===== config.mk =====
export PLATFORM = sky130hd
export DESIGN_NAME = cpu_seq
export DESIGN_NICKNAME = d
export VERILOG_FILES = /design/src/rtl/cpu_seq.sv
export SDC_FILE = /design/constraint.sdc
export NUM_CORES = 1
export LEC_CHECK = 0
export ABC_CLOCK_PERIOD_IN_PS = 1900
export CAP_MARGIN = 15
export CORE_AREA = 2 2 75 77
export CTS_CLUSTER_SIZE = 10
export DETAILED_ROUTE_END_ITERATION = 10
export DIE_AREA = 0 0 77 79
export GPL_TIMING_DRIVEN = 0
export PLACE_DENSITY = 0.64
export SLEW_MARGIN = 15
export SYNTH_ARGS = -nofsm -noshare
export SYNTH_HDL_FRONTEND = slang
export SYNTH_SLANG_ARGS = --single-unit

===== constraint.sdc =====
create_clock -name clk -period 1.9 [get_ports clk]
set_input_delay 0.38 -clock clk [delete_from_list [all_inputs] [get_ports clk]]
set_output_delay 0.38 -clock clk [all_outputs]
set_load 0.02 [all_outputs]

===== src/rtl/cpu_seq.sv =====
// Check-parity sequencer: streams one pass of N check-memory rows to the output,
// writes each row back after a fixed latency, and reports done with a one-cycle pulse.
module cpu_seq #(
    parameter int unsigned RD_LAT = 2,
    parameter int unsigned WR_LAT = 3
) (
    input  logic        clk,
    input  logic        reset_n,
    input  logic        rate,
    input  logic        cpu_a,
    input  logic [17:0] par_in,
    output logic        cpu_b,
    output logic        cpu_en_out,
    output logic [17:0] cpu_dout2,
    output logic        rd_en,
    output logic [7:0]  rd_addr,
    output logic        wr_en,
    output logic [7:0]  wr_addr,
    output logic        cpu_busy
);

    localparam int unsigned DEPTH  = (RD_LAT > WR_LAT) ? RD_LAT : WR_LAT;
    localparam int unsigned RD_TAP = RD_LAT - 1;
    localparam int unsigned WR_TAP = WR_LAT - 1;

    typedef enum logic [3:0] {
        IDLE  = 4'b0001,
        READ  = 4'b0010,
        DRAIN = 4'b0100,
        DONE  = 4'b1000
    } state_t;

    state_t      state_q, state_d;
    logic        rate_q;
    logic [7:0]  rd_addr_q;
    logic [7:0]  last_addr;
    logic [DEPTH-1:0] vld_q;
    logic [7:0]  addr_q [DEPTH];
    logic        en_q;
    logic [17:0] dout_q;
    logic        pending;

    assign last_addr = rate_q ? 8'd127 : 8'd255;

    // Rows still owed an output after this cycle: anything not yet at the last
    // stage, plus a row at the read tap whose strobe is registered next cycle.
    always_comb begin
        pending = vld_q[RD_TAP];
        for (int unsigned k = 0; k + 1 < DEPTH; k++) begin
            pending = pending | vld_q[k];
        end
    end

    always_comb begin
        state_d  = state_q;
        rd_en    = 1'b0;
        cpu_b    = 1'b0;
        cpu_busy = (state_q != IDLE);
        unique case (state_q)
            IDLE:  if (cpu_a) state_d = READ;
            READ: begin
                rd_en = 1'b1;
                if (rd_addr_q == last_addr) state_d = DRAIN;
            end
            DRAIN: if (!pending) state_d = DONE;
            DONE: begin
                cpu_b   = 1'b1;
                state_d = IDLE;
            end
            default: state_d = IDLE;
        endcase
    end

    always_ff @(posedge clk or negedge reset_n) begin
        if (!reset_n) begin
            state_q   <= IDLE;
            rate_q    <= 1'b0;
            rd_addr_q <= '0;
            vld_q     <= '0;
            for (int unsigned k = 0; k < DEPTH; k++) addr_q[k] <= '0;
            en_q      <= 1'b0;
            dout_q    <= '0;
        end else begin
            state_q <= state_d;
            if (state_q == IDLE && cpu_a) begin
                rate_q    <= rate;
                rd_addr_q <= '0;
            end else if (state_q == READ && rd_addr_q != last_addr) begin
                rd_addr_q <= rd_addr_q + 8'd1;
            end
            vld_q[0]  <= rd_en;
            addr_q[0] <= rd_addr_q;
            for (int unsigned k = 1; k < DEPTH; k++) begin
                vld_q[k]  <= vld_q[k-1];
                addr_q[k] <= addr_q[k-1];
            end
            en_q   <= vld_q[RD_TAP];
            dout_q <= vld_q[RD_TAP] ? par_in : '0;
        end
    end

    assign rd_addr    = rd_addr_q;
    assign cpu_en_out = en_q;
    assign cpu_dout2  = dout_q;
    assign wr_en      = vld_q[WR_TAP];
    assign wr_addr    = vld_q[WR_TAP] ? addr_q[WR_TAP] : '0;

endmodule


==> results.cfg, run 1 <==
[run_status]
outcome = completed

[final_layout]
antennaDiodeCount = 0
syn_to_final_growth_pct = 50.0
nFillCells = 501
drive_gt1_frac = 0.180
final-seq-area_um2 = 1460
multi_input_area_um2 = 546
final_nets = 251

[synthesis]
synth-edff-count = 0
synth_area_leader_cell = dfrtp_1
ys_ff_latch = 58
synth_area_um2 = 2030
synth.yosys.seq_area_share = 0.717
ys.flop_type = dfrtp_1
avgSynthCellArea_um2 = 13.6
synth_area_leaders = dfrtp_1 (70%), and2_1 (8.6%), nand2_1 (1.7%), dfstp_2 (1.3%), xnor2_1 (1.3%)
ys_warn_count = 0
synthTopCellsByCount = dfrtp_1 (57), and2_1 (28), nand2_1 (9), nor2_1 (6), o21ai_0 (5)
async_reset_ff_frac = 1.00
synth_nets = 172
synth_top_area_share = 0.704
synth.most_common_cell = dfrtp_1
syn_inst = 149
ys_types = 31

[clock_network]
cts.sinks = 58
cts_tree = done
cts_root_buf = clkbuf_8
cts_buffers = 9
clock_latency_ps = 320
clockBufferDepth = 2
htree_levels = 3
clk_pin_slew_worst_paths_ps = 70
hold_buffers = 0

[hold_path]
hold_class = input port to async pin

[route]
dr.pass1.iters = 4
finalWirelength_um = 3750
drtIter0Drc = 41
met1_length_um = 1800
drc = 0
route.met2.wl_um = 1680
wl_met3_um = 258
dr_total_vias = 1359
detail-route-antenna-nets = 0
via_per_inst = 4.46
avgRoutedWirePerCell_um = 12.3
top_layer = met4

[floorplanning]
die_h_um = 79
pin_count = 61
start_util = 0.380
core_area_um2 = 5340
dieWidth_um = 77
rows = 27
die-area_um2 = 6080

[setup_path]
start_kind = register
path_delay_family = simple AND/OR/NAND/NOR gates
cp_data_required_time_ps = 1520
cp_num_buf_inv = 2
arrival_ps = 1480
r2r_slack_ps = 60
crit_chain = or4b_4, clkinv_4, buf_6
cpMaxStageDelayCell = or4b_4
slowest_delay_ps = 570
r2r_start = state_q[2]
cp_max_fo = 2
ff2ff_path_depth = 6
critPathKind = register to output port
worstSetupEndpointType = output port
r2r_end = rd_addr[5]

[timing]
final.setup.tns_ps = 0
fin_skew_ps = 6.84
slew_violations = 0
timing.fmax_ghz = 0.539
period_share = 0.977
worst_slack_ps = 43.5
tightest_slew_ps = 687
rsz0062_at_grt = yes
finalCriticalPeriod_ps = 1860
max_slew_margin = 0.542
hold_violations = 0
setup_viol = 0
whs_ps = 101

[job]
drv_cap = 0

[place]
globalplace.congestion = 0.781
port_buffers = 60
dp_hpwl_um = 2440
place_ws_ps = -181

[power_and_ir_drop]
fin_total_pwr_uw = 3720
ir_drop_mv = 0.587
power_density_nw_per_um2 = 1220
leakagePower_uw = 0.00149

[global_route]
antenna_found_initial = 0
grt_usage = 0.137
grt_pass1_vias = 1297
grt_first_pass_wirelength_um = 6300
grt_max_degree = 59
grt_overflow = 0
## kinds of logic after synthesis
group	after synthesis	share of synthesized area
DFF	58	0.717
adders and majority gates	1	0.00618
buffers and inverters	8	0.0210
muxes	2	0.00988
and+or+nand+nor	62	0.185
AOI/OAI and AO/OA	14	0.0432
xor gates and xnor gates	4	0.0173
## routing by layer
metal,vias to the layer above,track usage
met5,-,0
met4,0,0.0536
met3,2,0.0659
li1,656,-
met1,650,0.172
met2,51,0.206
## cell usage in the layout (no fill, tap or decap), types with 2 or more instances in the layout
cell type	instances
buf_6	2
clkbuf_8	9
dfrtp_1	53
nor2_1	6
or4_1	2
nand2_1	9
bufinv_16	3
clkinv_4	3
xnor2_1	3
and4_1	2
mux2i_1	2
dfrtp_2	4
nor3_1	3
inv_1	2
nand3b_1	2
clkbuf_1	4
and3_2	2
a31oi_1	2
o21ai_0	5
a21oi_1	4
dlygate4sd2_1	6
buf_4	10
and2_1	28
dlymetal6s2s_1	3
clkdlybuf4s50_1	47
## report_power, final
group	switching, µW	total (µW)	leakage, µW	internal [µW]
Sequential	102	1520	0.000788	1410
Clock	477	1350	0.000117	876
Combinational	412	850	0.000586	438
Total	991	3720	0.00149	2730
## what timing repair did
item	in CTS	in global routing
gates resized for setup	24	6
setup endpoints to repair	12	7
setup buffers	6	2
pin swaps	1	1
cloned	0	0
## worst max path at each step
| stage | start | end | slack, ps | cells after the start |
|---|---|---|---|---|
| global placement | reset_n | rd_addr[0] | -1270 | 1 |
| detailed placement | state_q[3] | rd_en | -180 | 3 |
| floorplan | rd_addr[0] | rd_addr[5] | 140 | 5 |
| finish | state_q[2] | rd_en | 40 | 3 |
| global route | state_q[1] | rd_en | -7 | 4 |
| CTS | cpu_en_out | wr_addr[0] | 6 | 2 |
## worst reg2reg max path, stage by stage (launching register included)
cell	delay, ps
dfrtp_2	400
or4b_4	570
clkinv_4	70
buf_4	130
nand2_4	50
or4_1	390
a21oi_1	140
## state kept, by name (all words and copies together), names as in the netlist
signal / flops
addr_q: 24
cpu_dout2: 18
cpu_en_out: 1
rate_q: 1
rd_addr: 8
state_q: 4
vld_q: 2
## stage by stage
stage	instances	instance area, µm²	util
2_1_floorplan	149	2030	-
3_3_place_gp	281	2720	0.509
3_5_place_dp	281	2710	0.508
4_1_cts	303	3020	0.565
5_1_grt	305	3040	0.569
6_report	305	3040	0.569
## area by class of cell
class                      count  share of cell area
timing repair buffer          68               0.216
multi-input combinational     83               0.180
clock inverter                 6              0.0379
sequential                    58               0.480
buffer                         5             0.00988
tap                           72              0.0297
clock buffer                  10              0.0420
inverter                       3             0.00535
(Power assumes the default switching activity.)
==> run 2: changes to the inputs <==
==> config.mk (replaced) <==
export PLATFORM = sky130hd
export DESIGN_NAME = cpu_seq
export DESIGN_NICKNAME = d
export VERILOG_FILES = /design/src/rtl/cpu_seq.sv
export SDC_FILE = /design/constraint.sdc
export NUM_CORES = 1
export LEC_CHECK = 0
export ABC_CLOCK_PERIOD_IN_PS = 1550
export CAP_MARGIN = 15
export CORE_AREA = 2 2 74 76
export CTS_CLUSTER_SIZE = 10
export DETAILED_ROUTE_END_ITERATION = 10
export DIE_AREA = 0 0 76 78
export GPL_TIMING_DRIVEN = 0
export PLACE_DENSITY = 0.68
export SLEW_MARGIN = 15
export SYNTH_ARGS = -nofsm -noshare
export SYNTH_HDL_FRONTEND = slang
export SYNTH_SLANG_ARGS = --single-unit
==> constraint.sdc (replaced) <==
create_clock -name clk -period 1.55 [get_ports clk]
set_input_delay 0.31 -clock clk [delete_from_list [all_inputs] [get_ports clk]]
set_output_delay 0.31 -clock clk [all_outputs]
set_load 0.02 [all_outputs]
==> run 2 against run 1 <==
  * The flow now finishes with violations (negative setup slack)
  * Via count is 2.6% higher
  * Non-clock buffer count rose by 2
  * Die area shrank 2.5%
  * Cell count unchanged
  * Global-route usage increased by 0.45 points
  * Sequential share of layout area decreased by 0.076 points
  * Routed wire length grew 4.6%
  * Combinational power increased by 32%
  * Power is 14% higher
  * Register-to-register slack got worse by 310 ps
  * Clock skew about the same
  * Highest routed layer unchanged
==> results.cfg, run 2 (synthesized netlist as in run 1, its figures left out) <==
[timing]
max_slew_margin = 0.542
rsz0062_at_grt = yes
worst_slack_ps = -261
finalCriticalPeriod_ps = 1810
setup_viol = 10
fin_skew_ps = 6.76
tightest_slew_ps = 688
hold_violations = 0
timing.fmax_ghz = 0.552
period_share = 1.17
slew_violations = 0

[final_layout]
final_cells = 305
final_util = 0.604
largest_reg_flops = 24
drive_gt1_frac = 0.264
syn_to_final_growth_pct = 50.5
layout_common_cells = dfrtp_1 (51), and2_1 (28), dlygate4sd2_1 (26), clkdlybuf4s50_1 (20), clkbuf_8 (12)
regMostFlops = addr_q
final_nets = 253
final_common_cell = dfrtp_1
antennaDiodeCount = 0
nFillCells = 414

[route]
drc = 0
drtIter0Drc = 33
via_per_inst = 4.57
avgRoutedWirePerCell_um = 12.9
detail-route-antenna-nets = 0
route.met2.wl_um = 1790
met1_length_um = 1780
finalWirelength_um = 3930
wl_met3_um = 297
top_layer = met4
dr_total_vias = 1394
dr.pass1.iters = 4

[global_route]
antenna_found_initial = 0
grt_max_degree = 59
grt_first_pass_wirelength_um = 6490
grt_pass1_vias = 1328
grt_usage = 0.142
grt_overflow = 0

[place]
dp_cells = 279
dp_hpwl_um = 2420
port_buffers = 60
globalplace.congestion = 0.756

[setup_path]
cp_num_buf_inv = 2
worstSetupEndpointType = output port
path_delay_family = simple AND/OR/NAND/NOR gates
r2r_end = rd_addr[6]
ff2ff_path_depth = 6
r2r_slack_ps = -250
cpMaxStageDelayCell = or4b_4
cp_max_fo = 3
r2r_start = state_q[2]
arrival_ps = 1500
start_kind = register
critPathKind = register to output port
crit_chain = or4b_4, clkinv_4, buf_6
cp_data_required_time_ps = 1240
slowest_delay_ps = 570

[clock_network]
cts_buffers = 9
cts_root_buf = clkbuf_8
cts.sinks = 58
clockBufferDepth = 2
clock_latency_ps = 320
hold_buffers = 0
clk_pin_slew_worst_paths_ps = 60
htree_levels = 3
cts_tree = done

[floorplanning]
dieWidth_um = 76
rows = 26
pin_count = 61
core_area_um2 = 5040
die_h_um = 78
die-area_um2 = 5930
start_util = 0.402

[run_status]
violations = negative setup slack
outcome = complete, but fails checks

[hold_path]
hold_class = input port to async pin

[power_and_ir_drop]
leakagePower_uw = 0.00155
power_density_nw_per_um2 = 1390
ir_drop_mv = 0.786

[job]
drv_cap = 0
==> run 2: how the worst max path moves through the flow <==
stage          depth (start not counted)  slack [ps]    endpoint  startpoint
4_1_cts                                3        -270       rd_en  state_q[3]
3_3_place_gp                           1       -1730  rd_addr[1]     reset_n
5_1_grt                                3        -300       rd_en  state_q[2]
3_5_place_dp                           3        -460       rd_en  state_q[3]
2_1_floorplan                          5        -160  rd_addr[5]  state_q[3]
6_report                               3        -260       rd_en  state_q[2]
==> run 2: routing by layer <==
layer,GRT usage,vias up
met5,0,-
met4,0.0655,0
li1,-,657
met3,0.0547,6
met2,0.221,65
met1,0.175,666
==> run 2: layout make-up <==
| class | instances | area [µm²] | share of cell area |
|---|---|---|---|
| Buffer | 4 | 26.3 | 0.00862 |
| Tap cell | 70 | 87.6 | 0.0287 |
| Inverter | 3 | 16.3 | 0.00534 |
| Multi-Input combinational cell | 83 | 631 | 0.207 |
| Timing Repair Buffer | 71 | 644 | 0.211 |
| Clock inverter | 2 | 10.0 | 0.00328 |
| Sequential cell | 58 | 1460 | 0.479 |
| Clock buffer | 14 | 173 | 0.0567 |
==> run 2: repair_timing <==
action                                  CTS  global route
cloned                                    0             0
hold endpoints to repair                  0             0
endpoints found under the setup margin   48            23
pin swaps                                 5             3
buffers inserted                          8             3
gates resized for setup                  80            24
==> run 2: per-stage QoR <==
stage	setup TNS, ps	worst slack [ps]	cell area (µm²)	total power, µW	hold slack (ps)
floorplan	-303	-158	2030	2370	14.4
global placement	-90540	-1730	2720	2800	331
detailed placement	-3150	-464	2720	2820	335
CTS	-1480	-270	2970	4160	49.1
global route	-2520	-304	3050	4450	89.3
finish	-1960	-261	3050	4230	31.9
==> run 2: report_power, final <==
group / total, µW / internal, µW / switching, µW / leakage (µW)
clock: 1240 / 707 / 534 / 0.0000965
sequential: 1870 / 1740 / 132 / 0.000785
combinational: 1120 / 546 / 571 / 0.000666
total: 4230 / 2990 / 1240 / 0.00155
